$ cat config.mk
export PLATFORM = sky130hd
export DESIGN_NAME = fb_arbiter
export DESIGN_NICKNAME = d
export VERILOG_FILES = /design/src/rtl/fb_arbiter.sv
export SDC_FILE = /design/constraint.sdc
export NUM_CORES = 1
export LEC_CHECK = 0
export BUFFER_PORTS_ARGS = -buffer_cell sky130_fd_sc_hd__buf_4
export CAP_MARGIN = 25
export CORE_ASPECT_RATIO = 1.5
export CORE_UTILIZATION = 37
export CTS_CLUSTER_DIAMETER = 30
export DETAILED_ROUTE_END_ITERATION = 7
export GPL_ROUTABILITY_DRIVEN = 0
export PLACE_DENSITY = 0.68
export SKIP_CTS_REPAIR_TIMING = 1
export SLEW_MARGIN = 10
export SYNTH_ARGS = -nofsm -noshare
export SYNTH_HDL_FRONTEND = slang
export SYNTH_SLANG_ARGS = --single-unit
$ cat constraint.sdc
create_clock -name clk -period 4.2 [get_ports clk]
set_input_delay 0.42 -clock clk [delete_from_list [all_inputs] [get_ports clk]]
set_output_delay 0.42 -clock clk [all_outputs]
set_load 0.03 [all_outputs]
$ cat src/rtl/fb_arbiter.sv
// Framebuffer memory arbiter: fixed priority scan-out > draw > clear onto one registered single-port RAM command.
// Optional draw-stall statistics are built when FB_ARBITER_STATS_EN is defined.
module fb_arbiter #(
    parameter int ADDR_W   = 19,
    parameter int DATA_W   = 8,
    parameter int FB_WORDS = 307200
) (
    input  logic              clk,
    input  logic              rst,
    input  logic              vid_req,
    input  logic [ADDR_W-1:0] vid_addr,
    output logic              vid_gnt,
    output logic              vid_rvalid,
    output logic [DATA_W-1:0] vid_rdata,
    input  logic              drw_req,
    input  logic              drw_we,
    input  logic [ADDR_W-1:0] drw_addr,
    input  logic [DATA_W-1:0] drw_wdata,
    output logic              drw_gnt,
    output logic              drw_rvalid,
    output logic [DATA_W-1:0] drw_rdata,
    input  logic              clr_start,
    input  logic [DATA_W-1:0] clr_color,
    output logic              clr_busy,
    output logic              mem_en,
    output logic              mem_we,
    output logic [ADDR_W-1:0] mem_addr,
    output logic [DATA_W-1:0] mem_wdata,
    input  logic [DATA_W-1:0] mem_rdata,
    output logic [15:0]       drw_stall_cnt,
    output logic              clr_state
);

    typedef enum logic {
        IDLE = 1'b0,
        FILL = 1'b1
    } clr_state_t;

    localparam logic [ADDR_W-1:0] LAST_ADDR = ADDR_W'(FB_WORDS - 1);

    clr_state_t        state, state_nxt;
    logic [ADDR_W-1:0] cnt, cnt_nxt;
    logic [DATA_W-1:0] color, color_nxt;

    logic              vid_win, drw_win, clr_win;
    logic              cmd_we;
    logic [ADDR_W-1:0] cmd_addr;
    logic [DATA_W-1:0] cmd_wdata;
    logic              drw_rd_pend;
    logic [DATA_W-1:0] vid_rdata_q, drw_rdata_q;

    // Handshake: a requester holds req (and its command) stable until it sees a one-cycle gnt;
    // a port whose gnt is high this cycle is not eligible, so a held req is never issued twice.
    always_comb begin
        vid_win   = vid_req && !vid_gnt;
        drw_win   = drw_req && !drw_gnt && !vid_win;
        clr_win   = (state == FILL) && !vid_win && !drw_win;

        state_nxt = state;
        cnt_nxt   = cnt;
        color_nxt = color;
        case (state)
            IDLE: begin
                if (clr_start) begin
                    state_nxt = FILL;
                    cnt_nxt   = '0;
                    color_nxt = clr_color;
                end
            end
            FILL: begin
                if (clr_win) begin
                    cnt_nxt = cnt + ADDR_W'(1);
                    if (cnt == LAST_ADDR) state_nxt = IDLE;
                end
            end
            default: state_nxt = IDLE;
        endcase
    end

    // Reads leave mem_wdata untouched; idle cycles hold both address and data.
    always_comb begin
        cmd_we    = 1'b0;
        cmd_addr  = mem_addr;
        cmd_wdata = mem_wdata;
        if (vid_win) begin
            cmd_addr = vid_addr;
        end else if (drw_win) begin
            cmd_addr = drw_addr;
            cmd_we   = drw_we;
            if (drw_we) cmd_wdata = drw_wdata;
        end else if (clr_win) begin
            cmd_addr  = cnt;
            cmd_we    = 1'b1;
            cmd_wdata = color;
        end
    end

    always_ff @(posedge clk or negedge rst) begin
        if (!rst) begin
            state       <= IDLE;
            cnt         <= '0;
            color       <= '0;
            mem_en      <= 1'b0;
            mem_we      <= 1'b0;
            mem_addr    <= '0;
            mem_wdata   <= '0;
            vid_gnt     <= 1'b0;
            drw_gnt     <= 1'b0;
            drw_rd_pend <= 1'b0;
            vid_rvalid  <= 1'b0;
            drw_rvalid  <= 1'b0;
            vid_rdata_q <= '0;
            drw_rdata_q <= '0;
        end else begin
            state       <= state_nxt;
            cnt         <= cnt_nxt;
            color       <= color_nxt;
            mem_en      <= vid_win || drw_win || clr_win;
            mem_we      <= cmd_we;
            mem_addr    <= cmd_addr;
            mem_wdata   <= cmd_wdata;
            vid_gnt     <= vid_win;
            drw_gnt     <= drw_win;
            drw_rd_pend <= drw_win && !drw_we;
            vid_rvalid  <= vid_gnt;
            drw_rvalid  <= drw_rd_pend;
            if (vid_rvalid) vid_rdata_q <= mem_rdata;
            if (drw_rvalid) drw_rdata_q <= mem_rdata;
        end
    end

    // RAM data arrives in the strobe cycle itself, so it is passed straight through then held.
    assign vid_rdata = vid_rvalid ? mem_rdata : vid_rdata_q;
    assign drw_rdata = drw_rvalid ? mem_rdata : drw_rdata_q;
    assign clr_busy  = (state == FILL);
    assign clr_state = state;

`ifdef FB_ARBITER_STATS_EN
    logic [15:0] stall_q;

    always_ff @(posedge clk or negedge rst) begin
        if (!rst) begin
            stall_q <= '0;
        end else if (drw_req && !drw_gnt && vid_win && stall_q != 16'hFFFF) begin
            stall_q <= stall_q + 16'd1;
        end
    end

    assign drw_stall_cnt = stall_q;
`else
    assign drw_stall_cnt = '0;
`endif

endmodule

==> impl_metrics.yaml <==
clock_network:
  clk_path_buf_depth: 2
  cts_sinks: 78
  root_buffer: "clkbuf_16"
  numCtsBuffers: 9
  clkTransAtPathRegs_ps: 60
  clock_latency_ps: 330
  cts_tree: "yes"
  htree_levels: 3
grt:
  grt_max_degree: 79
  grt_use_met2_pct: 33.03
  gr-max-usage-layer: "met2"
  grt_pass1_vias: 3179
  grt_pass1_wl_um: 15400
  antenna_found_initial: 0
  met1_usage_pct: 21.66
  grt_util_met3_pct: 2.640
  grt_usage_pct: 18.26
  overflow: 0
floorplanning:
  start_util_pct: 38.34
  core_area_mm2: 0.009744
  die_w_um: 84.05
  io_pins: 135
  die_height_um: 125.1
  num_rows: 44
  die_area_mm2: 0.01051
logic_synthesis:
  yosysTopAreaCell: "dfrtp_1"
  synth_area_leaders: "dfrtp_1 (52%), mux2_2 (9.9%), nand2_1 (7.3%)"
  synth_edf_count: 0
  ys_ff_latch: 78
  synth.top_cell.area_share_pct: 52.24
  syn_area_per_cell_um2: 10.07
  yosysSeqAreaShare_pct: 52.24
  async_flop_share_pct: 100.0
  syn_area_mm2: 0.003736
  yosysWarnings: 0
  yosys_most_used_dff: "dfrtp_1"
  synthCells: 371
  ys_types: 38
worst_setup_path:
  critPathKind: "flip-flop to flip-flop"
  cp.required_ps: 4440
  reg2reg_setup_slack_ps: 1700
  path_cells: "nand2b_1, inv_1, nor2_1, o21ai_0, a32oi_1"
  critPathArrivalTime_ps: 2740
  slowest_stage: "nor2_1"
  cp-start-kind: "flip-flop"
  worst-path-max-fanout: 31
  crit_buf_inv: 1
  cp-end-kind: "flip-flop"
  max_stage_delay_ps: 920
  cpLargestDelayFamily: "simple AND/OR/NAND/NOR gates"
drt:
  drt-total-wl_um: 9421
  vias_per_cell: 5.185
  vias: 3116
  drt_iter0_markers: 170
  ant_nets: 0
  avgRoutedWirePerCell_um: 15.68
  route.detailed.drc: 32
  first_pass_iters: 6
sta:
  period_minus_slack_ps: 2499
  hold_viol_final: 0
  timing.fmax_mhz: 400.1
  finalMaxSlewViolations: 0
  setup_viol: 0
  slew_headroom_pct: 34.46
  setup_tns_ps: 0
  fin_crit_sh_pct: 59.51
  tightest_slew_ps: 979.4
  rsz0062_at_grt: "no"
  skew_ps: 7.584
pwr:
  switching_share_pct: 29.42
  vdd_drop_max_v: 0.0002111
  power_frac_comb_pct: 24.1
  pwr-share-clk_pct: 37.8
  p_int_mw: 1.791
  p_sw_mw: 0.7467
  power_density_mw_per_mm2: 504.3
  p_leak_nw: 2.352
  power_frac_seq_pct: 38.1
placement:
  detailed_place_hpwl_um: 6786
  port_buffers: 118
  place_area_mm2: 0.004633
final_layout:
  syn_to_final_growth_pct: 34.70
  fin_area_mm2: 0.005032
  fillers: 896
  layout.nets: 551
  antennaDiodeCount: 0
  seqCellArea_mm2: 0.001952
  multi_input_area_mm2: 0.001539
  drive_above_1_share_pct: 36.21
  post-route-util_pct: 51.64
run_status:
  outcome: "finished with violations"
  violations: "design-rule violations"
min_path:
  hold_class: "input pin to asynchronous set/reset pin"
run:
  cap_viol_max_count: 0
## metrics by stage
stage	total power, mW	instances	setup WS [ps]	hold slack (ps)
floorplan	1.350	386	2217	124.4
global placement	1.573	582	1697	338.0
detailed placement	1.590	583	1599	348.9
CTS	2.562	599	1682	255.0
global route	2.644	601	1453	130.0
finish	2.538	601	1701	73.96
## layout by cell type, fill, tap and decap left out, types with 2 or more instances in the layout
master / instances
nand3_1: 6
xor2_1: 2
mux2_2: 33
nand2b_1: 2
bufinv_16: 4
buf_4: 120
a21oi_1: 12
nand4b_1: 2
and4_1: 2
o31ai_1: 8
clkbuf_16: 9
inv_1: 23
ha_1: 2
nand4_1: 4
or3_1: 5
a32oi_1: 19
xnor2_1: 3
dfrtp_1: 78
nand2_1: 73
nor4_1: 3
nor2_1: 8
conb_1: 16
o21ai_0: 23
and3_1: 2
nor3_1: 2
or4_1: 8
## Yosys cell counts, types with 4 or more instances
library cell	count
buf_2	5
or4_1	8
nand3_1	6
clkbuf_1	13
nor2_1	9
buf_4	17
a32oi_1	19
dfrtp_1	78
inv_1	23
o31ai_1	8
or3_1	5
nand2_1	73
mux2_2	33
o21ai_0	23
nand4_1	4
a21oi_1	12
## state kept, by name (all words and copies together), names as in the netlist
register,flops
cnt,19
mem_addr,19
color,8
drw_rdata_q,8
mem_wdata,8
vid_rdata_q,8
clr_busy,1
drw_gnt,1
drw_rd_pend,1
drw_rvalid,1
mem_en,1
mem_we,1
vid_gnt,1
vid_rvalid,1
## power groups by stage
| stage | Combinational [mW] | Sequential [mW] | Clock [mW] |
|---|---|---|---|
| 2_1_floorplan | 0.302 | 1.05 | 0 |
| 3_3_place_gp | 0.601 | 0.972 | 0 |
| 3_5_place_dp | 0.613 | 0.977 | 0 |
| 4_1_cts | 0.614 | 0.966 | 0.982 |
| 5_1_grt | 0.659 | 0.981 | 1.00 |
| 6_report | 0.612 | 0.966 | 0.959 |
## layout make-up
cell class,instances,area share [%]
Clock buffer,11,4.823
Tap cell,115,2.859
Multi-Input combinational cell,246,30.58
Timing Repair Buffer,123,18.67
Inverter,23,1.716
Sequential cell,78,38.79
Clock inverter,5,2.561
## final timing paths
kind,start,to,depth (start not counted)
setup / recovery,vid_gnt$_DFF_PN0_,mem_addr[9]$_DFFE_PN0P_,5
hold / removal,rst,drw_rdata_q[4]$_DFF_PN0_,1
setup reg to reg,vid_gnt$_DFF_PN0_,mem_addr[9]$_DFFE_PN0P_,5
hold reg to reg,drw_rd_pend$_DFF_PN0_,drw_rvalid$_DFF_PN0_,0
max in group asynchronous,rst,cnt[10]$_DFFE_PN0P_,2
min in group clk,drw_we,drw_rd_pend$_DFF_PN0_,2
## layer usage
metal	wire length, um	up-vias
met1	3874	1503
met2	4867	117
met4	145	0
li1	-	1485
met5	0	-
met3	533	11
## cells by family (layout without fill, tap and decap cells)
family                     Yosys count  after routing  share of synthesized area (%)
other                                1             16                         0.1004
AOI/OAI and AO/OA                   66             66                          11.59
muxes                               33             33                          9.947
buffers and inverters               62            162                          8.339
adders and majority gates            2              2                         0.6697
DFF                                 78             78                          52.24
and+or+nand+nor                    124            124                          15.94
xor gates and xnor gates             5              5                          1.172
(Power assumes the default switching activity.)
